==> config.mk <==
export PLATFORM = sky130hd
export DESIGN_NAME = hex_operand_loader
export DESIGN_NICKNAME = d
export VERILOG_FILES = /design/src/rtl/hex_loader_pkg.sv /design/src/rtl/hex_byte_assembler.sv /design/src/rtl/hex_operand_loader.sv
export SDC_FILE = /design/constraint.sdc
export NUM_CORES = 1
export LEC_CHECK = 0
export ABC_AREA = 1
export CORE_ASPECT_RATIO = 0.9
export CORE_UTILIZATION = 54
export DETAILED_ROUTE_END_ITERATION = 8
export PLACE_DENSITY = 0.85
export SLEW_MARGIN = 20
export SYNTH_ARGS = -nofsm -noshare
export SYNTH_HDL_FRONTEND = slang
export SYNTH_SLANG_ARGS = --single-unit
==> constraint.sdc <==
create_clock -name clk -period 3.4 [get_ports clk]
set_clock_uncertainty 0.1 [all_clocks]
set_input_delay 0.68 -clock clk [delete_from_list [all_inputs] [get_ports clk]]
set_output_delay 0.68 -clock clk [all_outputs]
set_load 0.03 [all_outputs]
==> src/rtl/hex_loader_pkg.sv <==
// Shared types and widths for the hex operand loader.
// Holds the entry FSM state enum and the nibble-to-digit index helper.
package hex_loader_pkg;

    localparam int NIBBLE_W = 4;
    localparam int BYTE_W   = 8;

    typedef enum logic [2:0] {
        A_HI,
        A_LO,
        B_HI,
        B_LO,
        FULL
    } state_t;

    // FULL reports 0 so the keypad display points back at A_HI.
    function automatic logic [1:0] digit_index(input state_t s);
        case (s)
            A_HI:    digit_index = 2'd0;
            A_LO:    digit_index = 2'd1;
            B_HI:    digit_index = 2'd2;
            B_LO:    digit_index = 2'd3;
            default: digit_index = 2'd0;
        endcase
    endfunction

endpackage

==> src/rtl/hex_byte_assembler.sv <==
// Shadow byte for one operand: loads the high nibble (zeroing the low one),
// loads the low nibble, or clears.
module hex_byte_assembler
    import hex_loader_pkg::*;
(
    input  logic                clk,
    input  logic                rst_n,
    input  logic                clear,
    input  logic                load_hi,
    input  logic                load_lo,
    input  logic [NIBBLE_W-1:0] nibble,
    output logic [BYTE_W-1:0]   byte_q
);

    always_ff @(posedge clk or negedge rst_n) begin
        if (!rst_n) begin
            byte_q <= '0;
        end else if (clear) begin
            byte_q <= '0;
        end else if (load_hi) begin
            byte_q <= {nibble, {NIBBLE_W{1'b0}}};
        end else if (load_lo) begin
            byte_q[NIBBLE_W-1:0] <= nibble;
        end
    end

endmodule

==> src/rtl/hex_operand_loader.sv <==
// Keypad operand entry for the 8-bit hex adder: four digits build A then B,
// and the pair is published atomically. Optional echo: HEX_OPERAND_LOADER_ECHO_EN.
module hex_operand_loader
    import hex_loader_pkg::*;
#(
    parameter int DROP_CNT_W = 4
) (
    input  logic                  clk,
    input  logic                  rst_n,
    input  logic                  key_valid,
    input  logic [NIBBLE_W-1:0]   key_code,
    input  logic                  key_clear,
    input  logic                  consume,
    output logic [BYTE_W-1:0]     a,
    output logic [BYTE_W-1:0]     b,
    output logic                  operands_valid,
    output logic [1:0]            digit_idx,
    output logic [DROP_CNT_W-1:0] drop_cnt,
    output logic [BYTE_W-1:0]     echo
);

    state_t              state;
    state_t              next_state;
    logic                accept;
    logic                shadow_clear;
    logic                load_a_hi;
    logic                load_a_lo;
    logic                load_b_hi;
    logic                commit;
    logic                drop_inc;
    logic [BYTE_W-1:0]   shadow_a;
    logic [BYTE_W-1:0]   shadow_b;
    logic [BYTE_W-1:0]   b_commit;

    hex_byte_assembler u_shadow_a (
        .clk     (clk),
        .rst_n   (rst_n),
        .clear   (shadow_clear),
        .load_hi (load_a_hi),
        .load_lo (load_a_lo),
        .nibble  (key_code),
        .byte_q  (shadow_a)
    );

    hex_byte_assembler u_shadow_b (
        .clk     (clk),
        .rst_n   (rst_n),
        .clear   (shadow_clear),
        .load_hi (load_b_hi),
        .load_lo (1'b0),
        .nibble  (key_code),
        .byte_q  (shadow_b)
    );

    // The low nibble of shadow_b is always zero in B_LO, so OR-ing merges the last digit.
    assign b_commit = {shadow_b[BYTE_W-1:NIBBLE_W], shadow_b[NIBBLE_W-1:0] | key_code};

    always_comb begin
        next_state   = state;
        accept       = key_valid && !key_clear && !consume;
        shadow_clear = key_clear || (consume && state == FULL);
        load_a_hi    = 1'b0;
        load_a_lo    = 1'b0;
        load_b_hi    = 1'b0;
        commit       = 1'b0;
        drop_inc     = 1'b0;
        if (key_clear) begin
            next_state = A_HI;
        end else if (state == FULL) begin
            if (consume) begin
                next_state = A_HI;
            end else if (key_valid) begin
                drop_inc = 1'b1;
            end
        end else if (accept) begin
            case (state)
                A_HI: begin
                    load_a_hi  = 1'b1;
                    next_state = A_LO;
                end
                A_LO: begin
                    load_a_lo  = 1'b1;
                    next_state = B_HI;
                end
                B_HI: begin
                    load_b_hi  = 1'b1;
                    next_state = B_LO;
                end
                B_LO: begin
                    commit     = 1'b1;
                    next_state = FULL;
                end
                default: next_state = A_HI;
            endcase
        end
    end

    always_ff @(posedge clk or negedge rst_n) begin
        if (!rst_n) begin
            state <= A_HI;
        end else begin
            state <= next_state;
        end
    end

    always_ff @(posedge clk or negedge rst_n) begin
        if (!rst_n) begin
            a              <= '0;
            b              <= '0;
            operands_valid <= 1'b0;
        end else if (commit) begin
            a              <= shadow_a;
            b              <= b_commit;
            operands_valid <= 1'b1;
        end else if (shadow_clear) begin
            operands_valid <= 1'b0;
        end
    end

    always_ff @(posedge clk or negedge rst_n) begin
        if (!rst_n) begin
            drop_cnt <= '0;
        end else if (drop_inc && drop_cnt != '1) begin
            drop_cnt <= drop_cnt + DROP_CNT_W'(1);
        end
    end

    assign digit_idx = digit_index(state);

`ifdef HEX_OPERAND_LOADER_ECHO_EN
    // Echo mirrors the byte just modified; after B_LO that is the loaded b.
    always_ff @(posedge clk or negedge rst_n) begin
        if (!rst_n) begin
            echo <= '0;
        end else if (shadow_clear) begin
            echo <= '0;
        end else if (accept) begin
            case (state)
                A_HI:    echo <= {key_code, {NIBBLE_W{1'b0}}};
                A_LO:    echo <= {shadow_a[BYTE_W-1:NIBBLE_W], key_code};
                B_HI:    echo <= {key_code, {NIBBLE_W{1'b0}}};
                B_LO:    echo <= b_commit;
                default: echo <= echo;
            endcase
        end
    end
`else
    assign echo = '0;
`endif

endmodule
; Word-level counts from Yosys, hierarchy flattened
; Cells that the tools add are included.
[word_totals]
register_bits = 40
in_bits = 9
out_inout_bits = 31
wordCells = 65
[op_classes]
add_sub_neg = 1
n_eq_ne = 6
muxes = 35
bitwise_logic = 1
n_reduce_logical = 14
[ops]
columns = operator, count
row1 = 1-bit 2-to-1 mux, 22
row2 = 4-bit 2-to-1 mux, 5
row3 = 8-bit 2-to-1 mux, 2
row4 = 3-bit 2-to-1 mux, 4
row5 = 3-bit one-hot mux with 4 select lines, 1
row6 = 3-bit by 2-bit equality test with 1-bit output (second input constant), 2
row7 = 2-bit one-hot mux with 3 select lines, 1
row8 = 2-bit nonzero test, 3
row9 = 3-bit nonzero test, 2
row10 = 4-bit by 1-bit adder with 4-bit output (second input constant), 1
row11 = 1-bit logical AND, 4
row12 = 4-bit != test (second input constant), 1
row13 = 4-bit OR, 1
row14 = 3-bit by 1-bit equality test with 1-bit output (second input constant), 1
row15 = 3-bit equality test (second input constant), 1
row16 = 3-bit zero test, 1
row17 = 3-bit != test (second input constant), 1
row18 = 1-bit zero test, 2
row19 = 2-bit AND reduction, 1
row20 = 1-bit logical OR, 1

; Logic depth before layout (Yosys ltp)
; Gate-level depths: netlist of run 1.
[depth]
depth_word = 9
ltp_mapped = 7
ltp_nobuf = 7

; By module
; A second synthesis of run 1 with hierarchy kept.
[hier_totals]
cells_unflattened = 231
hier_area_um2 = 1958.1
[by_module_without_submodules]
columns = module, n_inst, cells_each, area_each_um2
row1 = hex_operand_loader, 1, 145, 1270.0
row2 = hex_byte_assembler, 2, 43, 344.1

; Worst setup path after synthesis of run 1
; No wires, ideal clock.
[synth_path]
kind = reg2out
start = register state[2]
end = output digit_idx[0]
arrival_ps = 927
path_slack_ps = 1693
path_stages_with_launch = 3
n_path_buf = 1
cell_sequence = dfrtp_1 > buf_2 > nor2_1
[synth_via]
elab_chain_cells = 2
[synth_rtl]
columns = item, line
row1 = "start, declared", hex_operand_loader.sv:22  ; state_t state;
row2 = "start signal, assigned", hex_operand_loader.sv:102  ; state <= next_state;
row3 = 3-bit by 2-bit equality test with 1-bit output or 3-bit by 1-bit equality test with 1-bit output (tied branches), hex_loader_pkg.sv:18  ; case (s)
row4 = 2-bit one-hot mux with 3 select lines *, hex_loader_pkg.sv:18
row5 = "end, declared", hex_operand_loader.sv:17  ; output logic [1:0] digit_idx,
; Every way passes the cells marked *; elsewhere a longest branch is shown, timed or not.

; Final worst setup path of run 1
[layout_path]
start = register state[0]
end = output digit_idx[0]
; Same word-level chain as after synthesis.

==> results.yml, run 1 <==
synthesis:
  ys_seq_elements: 36
  ys_top_cells_by_area: "dfrtp_1, nand2_1, o21ai_2"
  async_reset_ff_share_pct: 100
  synth_cells: 205
  synthFlopType: "dfrtp_1"
  yosys.area.top_type: "dfrtp_1"
  synth_edf_count: 0
  yosysUniqueCellTypes: 25
  netlist.area_leader.share_pct: 49.5
  synth_top_cells_by_count: "nand2_1, dfrtp_1, inv_1"
  ys.warnings.count: 0
  synth.most_common_cell: "nand2_1"
  synth_area_um2: 1820
  synth-seq-area-share_pct: 49.5
  syn_avg_cell_area_um2: 8.87
worst_setup_path:
  critPathMaxFanout: 6
  r2r_slack_ns: 1.85
  cp-start-kind: "flop"
  reg2reg_from: "state[2]"
  critical_path.max_stage_delay_ns: 0.68
  cp.arrival_ns: 1.60
  cp-end-kind: "output port"
  crit_type: "reg -> out"
  path_cells: "inv_1 > nor2_1 > clkdlybuf4s50_1"
  rr_endpoint: "a[4]"
  worstPathRequired_ns: 2.62
  critPathSlowestCell: "clkdlybuf4s50_1"
  rr_worst_depth: 4
finish:
  antenna_cells: 0
  seq_area_um2: 901
  fillCellCount: 277
  syn2layout_area_growth_pct: 21.4
  num-nets-final: 247
  multi_input_area_um2: 732
  drive_above_1_share_pct: 14.7
floorplanning:
  die_w_um: 63.2
  core-area_um2: 3140
  die_area_um2: 3610
  num_rows: 19
  die_h_um: 57.1
  initial_utilization_pct: 58.0
  io_pins: 40
detailed_routing:
  drc: 0
  drtPass1Iterations: 4
  wire_per_inst_um: 11.5
  drt_iter0_markers: 91
  ant_nets: 0
  vias_per_cell: 4.97
  routed_wirelength_um: 3210
  vias: 1391
timing:
  setup_tns_ns: 0
  fmax_ghz: 0.419
  slew_viol_final: 0
  rsz0062_at_grt: "false"
  timing.final.crit_share_pct: 70.1
  min_period_ns: 2.38
  finalSetupViolations: 0
  final.setup.worst_slack_ns: 1.02
  hold_viol_final: 0
clock_tree:
  clk-insertion-delay-late_ns: 0.28
  cts_setup_buffers: 0
  clkTransAtPathRegs_ns: 0.07
  cts_tree: "yes"
  cts_resized: 0
  cts.sinks: 36
  clockRootBuffer: "clkbuf_8"
  numCtsBuffers: 5
  clockBufferDepth: 2
  ctsHoldBuffers: 0
  h-tree-depth: 2
run:
  cap_violations: 0
global_routing:
  grt_max_degree: 37
  grt_pass1_vias: 1310
  antenna_found_initial: 0
  gr-total-overflow: 0
  grt_pass1_wl_um: 5770
  gr-usage-all-layers_pct: 21.3
pwr:
  powerDensity_nw_per_um2: 480
  p_leak_nw: 1.05
  max-vdd-ir-drop_uv: 352
placement:
  hpwl_um: 2370
  portBuffers: 31
  place_congestion: 0.819
  place_ws_ns: 1.08
hold_path:
  min_from: "u_shadow_b.byte_q[7]"
  hp-class: "reg -> reg"
  worstHoldEndpoint: "u_shadow_b.byte_q[7]"
  whs_path_depth: 2
run_status:
  outcome: "finished clean"
-- power by group --
group          leakage (nW)  internal (mW)  switching, mW
combinational         0.499         0.0812          0.135
clock                0.0552          0.217          0.144
sequential            0.493          0.459         0.0235
-- cells in the final DEF, fill, tap and decap left out --
master / Yosys / layout
clkdlybuf4s50_1: 0 / 31
clkbuf_8: 0 / 5
clkinv_2: 0 / 1
dfrtp_1: 36 / 36
nor3_1: 1 / 1
o21ai_2: 16 / 16
nand2_2: 2 / 2
clkinv_1: 1 / 1
a21oi_1: 4 / 4
nand3_1: 14 / 14
nor2_2: 2 / 2
nor2b_1: 1 / 1
o21ai_0: 1 / 1
conb_1: 1 / 8
xnor2_1: 1 / 1
nand3_4: 2 / 2
nand2_1: 58 / 58
bufinv_16: 0 / 1
inv_1: 25 / 25
nor2_4: 3 / 3
nand4_1: 9 / 9
buf_4: 8 / 1
nand3_2: 2 / 2
ha_1: 1 / 1
o21ai_1: 1 / 1
clkbuf_1: 0 / 1
nand3b_1: 1 / 1
nor2_1: 9 / 9
-- per-stage QoR --
stage	cells	cell area (um^2)	power, mW	util (%)	hold WS, ns
2_1_floorplan	212	1850	0.631	-	0.284
3_3_place_gp	272	2100	0.703	66.9	0.358
3_5_place_dp	272	2100	0.709	66.9	0.360
4_1_cts	280	2210	1.07	70.4	0.377
5_1_grt	280	2210	1.11	70.4	0.399
6_report	280	2210	1.06	70.4	0.371
-- worst max path at each step --
stage | end | slack (ns) | from | depth (start not counted)
floorplan | digit_idx[0] | 1.69 | state[2] | 2
global placement | b[2] | 1.13 | key_clear | 5
detailed placement | a[1] | 1.08 | key_clear | 5
CTS | digit_idx[0] | 0.99 | state[0] | 3
global route | digit_idx[0] | 0.90 | state[0] | 3
finish | digit_idx[0] | 1.02 | state[0] | 3
-- final cells by class --
| type | instances | area share, % |
|---|---|---|
| tap | 42 | 2.38 |
| clock inverter | 2 | 1.59 |
| inverter | 26 | 4.42 |
| multi-input combinational | 136 | 33.1 |
| sequential | 36 | 40.8 |
| clock buffer | 6 | 3.29 |
| timing repair buffer | 32 | 14.4 |
-- registers in the layout (all words and copies together), names as in the netlist --
signal and cells:
a 8, b 8, u_shadow_a.byte_q 8, drop_cnt 4, u_shadow_b.byte_q 4, state 3
operands_valid 1
-- critical path, delay by kind of cell, from the launching register on --
family / cells / cell delay (ns)
buffers and inverters: 2 / 0.77
and+or+nand+nor: 1 / 0.09
DFF: 1 / 0.46
-- kinds of logic (layout without fill, tap and decap cells) --
group / count (synthesis) / in the layout / share of synthesized area, %
AND/OR/NAND/NOR: 104 / 104 / 28.1
other: 1 / 8 / 0.206
XOR/XNOR: 1 / 1 / 0.482
buffers and inverters: 40 / 66 / 11.7
AO/OA/AOI/OAI: 22 / 22 / 9.35
flip-flops: 36 / 36 / 49.5
adder cells (fa/ha/maj): 1 / 1 / 0.688
-- layer usage --
layer | GRT usage (%) | share of wire [%]
met5 | 0 | 0
met4 | 12.7 | 2.6
met3 | 4.60 | 3.1
met2 | 37.0 | 51
met1 | 24.2 | 43
Power figures use the tool's default switching activity.
==> run 2: changes to the inputs <==
CORE_UTILIZATION = 45   (was 54)
PLACE_DENSITY = 0.75   (was 0.85)
clock period = 2 ns   (was 3.4 ns; I/O delays follow)
==> run 2 against run 1 <==
Net effect:
- sequential share of layout area fell by 0.93 points
- via count shrank 0.79%
- first-iteration DRC count decreased by 42%
- hold slack gained 0.0056 ns
- total power grew 72%
- combinational power up 72%
==> results.yml, run 2 (synthesis gave the netlist of run 1 again) <==
pwr:
  power.switching_mw: 0.537
  power_frac_clock_pct: 34.6
  powerDensity_nw_per_um2: 807
  p_sw_share_pct: 29.5
  p_leak_nw: 1.08
  pwr-share-seq_pct: 45.0
  p_int_mw: 1.29
  combinationalPowerShare_pct: 20.3
  max-vdd-ir-drop_uv: 468
clock_tree:
  numCtsBuffers: 5
  cts.sinks: 36
  clkTransAtPathRegs_ns: 0.07
  cts_tree: "yes"
  h-tree-depth: 2
  clk-insertion-delay-late_ns: 0.29
  clockBufferDepth: 2
  clockRootBuffer: "clkbuf_8"
worst_setup_path:
  cp.arrival_ns: 1.43
  crit_type: "reg -> out"
  cp-start-kind: "flop"
  critPathMaxFanout: 6
  critPathSlowestCell: "clkdlybuf4s50_1"
  critical_path.max_stage_delay_ns: 0.70
  worstPathRequired_ns: 1.50
  path_cells: "clkdlybuf4s50_1"
  cp-end-kind: "output port"
  path_delay_family: "buffers and inverters"
  critical_path_buf_inv_count: 1
floorplanning:
  die_h_um: 62.3
  initial_utilization_pct: 48.1
  core-area_um2: 3780
  io_pins: 40
  die_w_um: 69.0
  die_area_um2: 4300
  num_rows: 21
global_routing:
  grt_pass1_wl_um: 5660
  grt_max_degree: 37
  grt_pass1_vias: 1258
  gr-usage-all-layers_pct: 16.7
  antenna_found_initial: 0
  gr-total-overflow: 0
finish:
  antenna_cells: 0
  layout_common_cells: "nand2_1, dfrtp_1, clkdlybuf4s50_1, inv_1, o21ai_2"
  num-nets-final: 253
  final_common_cell: "nand2_1"
  drive_above_1_share_pct: 17.2
  syn2layout_area_growth_pct: 24.2
  stdcell_count: 290
  largestRegisters: "a (8), b (8), u_shadow_a.byte_q (8)"
timing:
  hold_viol_final: 0
  slew_viol_final: 0
  min_period_ns: 1.93
  setup_tns_ns: 0
  fmax_ghz: 0.518
  timing.final.crit_share_pct: 96.4
  finalSetupViolations: 0
  rsz0062_at_grt: "false"
  final.setup.worst_slack_ns: 0.0710
placement:
  portBuffers: 31
  dp_cells: 282
  place_ws_ns: 0.148
  hpwl_um: 2400
  place_congestion: 0.966
detailed_routing:
  routed_wirelength_um: 3290
  ant_nets: 0
  drtPass1Iterations: 4
  vias: 1380
  drc: 0
  drt_iter0_markers: 53
  wire_per_inst_um: 11.3
  vias_per_cell: 4.76
hold_path:
  hp-class: "reg -> reg"
run:
  cap_violations: 0
run_status:
  outcome: "finished clean"
-- run 2: final cells by class --
type	count	area, um^2
inverters	26	97.6
well taps	46	57.6
multi-input cells	136	732
fillers	339	1520
repair buffers	38	360
clock inverters	3	42.5
flip-flops and latches	36	901
clock buffers	5	68.8
-- run 2: timing repair --
action,4_1_cts,5_1_grt
gates resized for setup,2,0
setup endpoints to repair,2,0
hold buffers,0,0
setup buffers,0,0
-- run 2: routing by layer --
| layer | part of all wire [%] | up-vias | wire, um | GRT usage [%] |
|---|---|---|---|---|
| met1 | 46 | 626 | 1530 | 21.5 |
| met2 | 47 | 37 | 1540 | 26.3 |
| met4 | 2.2 | 0 | 71 | 8.42 |
| met3 | 4.6 | 8 | 152 | 3.90 |
| met5 | 0 | - | 0 | 0 |
| li1 | - | 709 | - | - |
-- run 2: power by group through the flow --
stage / registers, mW / logic [mW] / clock network, mW
final: 0.821 / 0.371 / 0.631
after global routing: 0.829 / 0.403 / 0.676
after CTS: 0.821 / 0.374 / 0.642
after detailed placement: 0.834 / 0.377 / 0
after global placement: 0.833 / 0.373 / 0
after floorplan: 0.898 / 0.175 / 0
-- run 2: stage by stage --
| stage | area, um^2 | hold WS (ns) | util (%) | total power [mW] |
|---|---|---|---|---|
| finish | 2260 | 0.377 | 59.7 | 1.82 |
| global route | 2260 | 0.401 | 59.7 | 1.91 |
| CTS | 2260 | 0.381 | 59.7 | 1.84 |
| detailed placement | 2150 | 0.363 | 56.8 | 1.21 |
| global placement | 2150 | 0.359 | 56.8 | 1.21 |
| floorplan | 1850 | 0.00441 | - | 1.07 |
-- run 2: worst register-to-register path, cell delays in order, from the launching register on --
cell and delay, ns:
dfrtp_1 0.46, nor2_4 0.19, nand2_1 0.11, o21ai_0 0.19, nand2_1 0.13, nand2_1 0.09
nand2_1 0.05
-- run 2: worst paths after layout --
path                                              to  depth (start not counted)  slack [ns]            startpoint
min in group asynchronous                drop_cnt[1]                          2        0.44                 rst_n
worst min register to register  u_shadow_b.byte_q[5]                          2        0.38  u_shadow_b.byte_q[5]
worst max-delay path                     drop_cnt[2]                          1        0.07           drop_cnt[2]
worst min-delay path            u_shadow_b.byte_q[5]                          2        0.38  u_shadow_b.byte_q[5]
worst max register to register              state[0]                          6        0.59              state[0]
max in group asynchronous                       b[5]                          2        1.05                 rst_n
==> run 3: changes to the inputs <==
CORE_UTILIZATION = 50   (was 45)
PLACE_DENSITY = 0.79   (was 0.75)
clock period = 2.14 ns   (was 2 ns; I/O delays follow)
==> run 3 against run 2 <==
Net effect:
- non-clock buffer count is 4 lower
- critical path type unchanged
- setup slack gained 0.11 ns
- global-route usage grew 3.4 points
- largest cell class unchanged
- sequential share of layout area grew 0.65 points
- sequential cell count unchanged
- critical endpoint is now drop_cnt[0]
==> results.yml, run 3 (synthesis gave the netlist of run 1 again) <==
finish:
  postLayoutCellArea_um2: 2220
  seq_area_um2: 901
  antenna_cells: 0
  fillCellCount: 299
  final_common_cell: "nand2_1"
  drive_above_1_share_pct: 15.4
  syn2layout_area_growth_pct: 22.2
  multi_input_area_um2: 732
  num-nets-final: 249
  layout_common_cells: "nand2_1, dfrtp_1, clkdlybuf4s50_1, inv_1, o21ai_2"
  largestRegisters: "a (8), b (8), u_shadow_a.byte_q (8)"
worst_setup_path:
  crit_type: "reg -> out"
  rr_worst_depth: 6
  r2r_slack_ns: 0.64
  critical_path_buf_inv_count: 1
  worstPathRequired_ns: 1.61
  critPathSlowestCell: "clkdlybuf4s50_1"
  reg2reg_from: "state[0]"
  path_cells: "clkdlybuf4s50_1"
  cp.arrival_ns: 1.43
  critical_path.max_stage_delay_ns: 0.70
  rr_endpoint: "u_shadow_b.byte_q[5]"
  critPathMaxFanout: 6
  path_delay_family: "buffers and inverters"
  cp-start-kind: "flop"
  cp-end-kind: "output port"
global_routing:
  gr-usage-all-layers_pct: 20.2
  grt_pass1_vias: 1263
  antenna_found_initial: 0
  grt_max_degree: 37
  gr-total-overflow: 0
  grt_pass1_wl_um: 5610
timing:
  rsz0062_at_grt: "false"
  hold_viol_final: 0
  slew_viol_final: 0
  setup_tns_ns: 0
  final.setup.worst_slack_ns: 0.183
  timing.final.crit_share_pct: 91.5
  min_period_ns: 1.96
  finalSetupViolations: 0
  fmax_ghz: 0.511
clock_tree:
  clockBufferDepth: 2
  h-tree-depth: 2
  clockRootBuffer: "clkbuf_8"
  cts.sinks: 36
  numCtsBuffers: 5
  cts_tree: "yes"
  clkTransAtPathRegs_ns: 0.07
  clk-insertion-delay-late_ns: 0.29
detailed_routing:
  ant_nets: 0
  drtPass1Iterations: 4
  drc: 0
  wire_per_inst_um: 11.3
  vias: 1375
  routed_wirelength_um: 3200
  drt_iter0_markers: 98
  vias_per_cell: 4.84
floorplanning:
  num_rows: 20
  die_h_um: 59.2
  initial_utilization_pct: 53.1
  io_pins: 40
  core-area_um2: 3430
  die_area_um2: 3880
  die_w_um: 65.6
placement:
  place_ws_ns: 0.149
  dpl-instance-area_um2: 2120
  place_congestion: 0.803
  portBuffers: 31
  hpwl_um: 2310
hold_path:
  whs_path_depth: 2
  worstHoldEndpoint: "u_shadow_b.byte_q[6]"
  hp-class: "reg -> reg"
  min_from: "u_shadow_b.byte_q[6]"
run:
  cap_violations: 0
run_status:
  outcome: "finished clean"
pwr:
  p_sw_share_pct: 28.8
  power_frac_clock_pct: 34.5
  powerDensity_nw_per_um2: 758
  pwr-share-seq_pct: 45.5
  power.switching_mw: 0.486
  combinationalPowerShare_pct: 20.0
  p_leak_nw: 1.06
  max-vdd-ir-drop_uv: 459
  p_int_mw: 1.20
==> run 3: per-layer routing <==
layer  wire length (um)  GRT usage [%]  vias to the layer above  share of wire, %
met3                148           6.54                        5               4.6
li1                   -              -                      705                 -
met2               1500           30.8                       27                47
met1               1480           25.7                      638                46
met4                 68           10.2                        0               2.1
met5                  0              0                        -                 0
==> run 3: cell type report <==
| type | instances | share of cell area (%) |
|---|---|---|
| Timing Repair Buffer | 34 | 14.9 |
| Inverter | 26 | 4.39 |
| Clock inverter | 2 | 1.58 |
| Sequential cell | 36 | 40.5 |
| Multi-Input combinational cell | 136 | 32.9 |
| Tap cell | 44 | 2.48 |
| Clock buffer | 6 | 3.26 |
==> run 3: worst max-delay path by stage <==
stage                            from                    to  depth (start not counted)
after floorplan              state[2]          digit_idx[0]                          2
after global placement      key_clear  u_shadow_b.byte_q[4]                          6
after detailed placement    key_clear  u_shadow_b.byte_q[7]                          6
after CTS                 drop_cnt[0]           drop_cnt[0]                          1
after global routing      drop_cnt[0]           drop_cnt[0]                          1
final                     drop_cnt[0]           drop_cnt[0]                          1
==> run 3: power groups by stage <==
stage          registers [mW]  logic (mW)  clock network (mW)
4_1_cts                 0.766       0.342               0.598
3_5_place_dp            0.779       0.345                   0
6_report                0.767       0.338               0.581
3_3_place_gp            0.778       0.341                   0
5_1_grt                 0.771       0.370               0.628
2_1_floorplan           0.839       0.163                   0
==> run 3: worst register-to-register path, delay by kind of cell (launching register included) <==
family / cells / cell delay [ns]
simple gates: 6 / 0.83
flops: 1 / 0.46
==> run 3: metrics by stage <==
step	cells	util, %	hold WS, ns	power (mW)
after global placement	276	61.8	0.361	1.12
after global routing	284	64.9	0.400	1.77
after CTS	284	64.9	0.381	1.71
after floorplan	212	-	0.0324	1.00
after detailed placement	276	61.8	0.363	1.12
final	284	64.9	0.378	1.69
==> run 3: repair_timing <==
item	in CTS	in global routing
gates resized for setup	2	0
setup endpoints to repair	2	0
buffers inserted	0	0
hold buffers	0	0
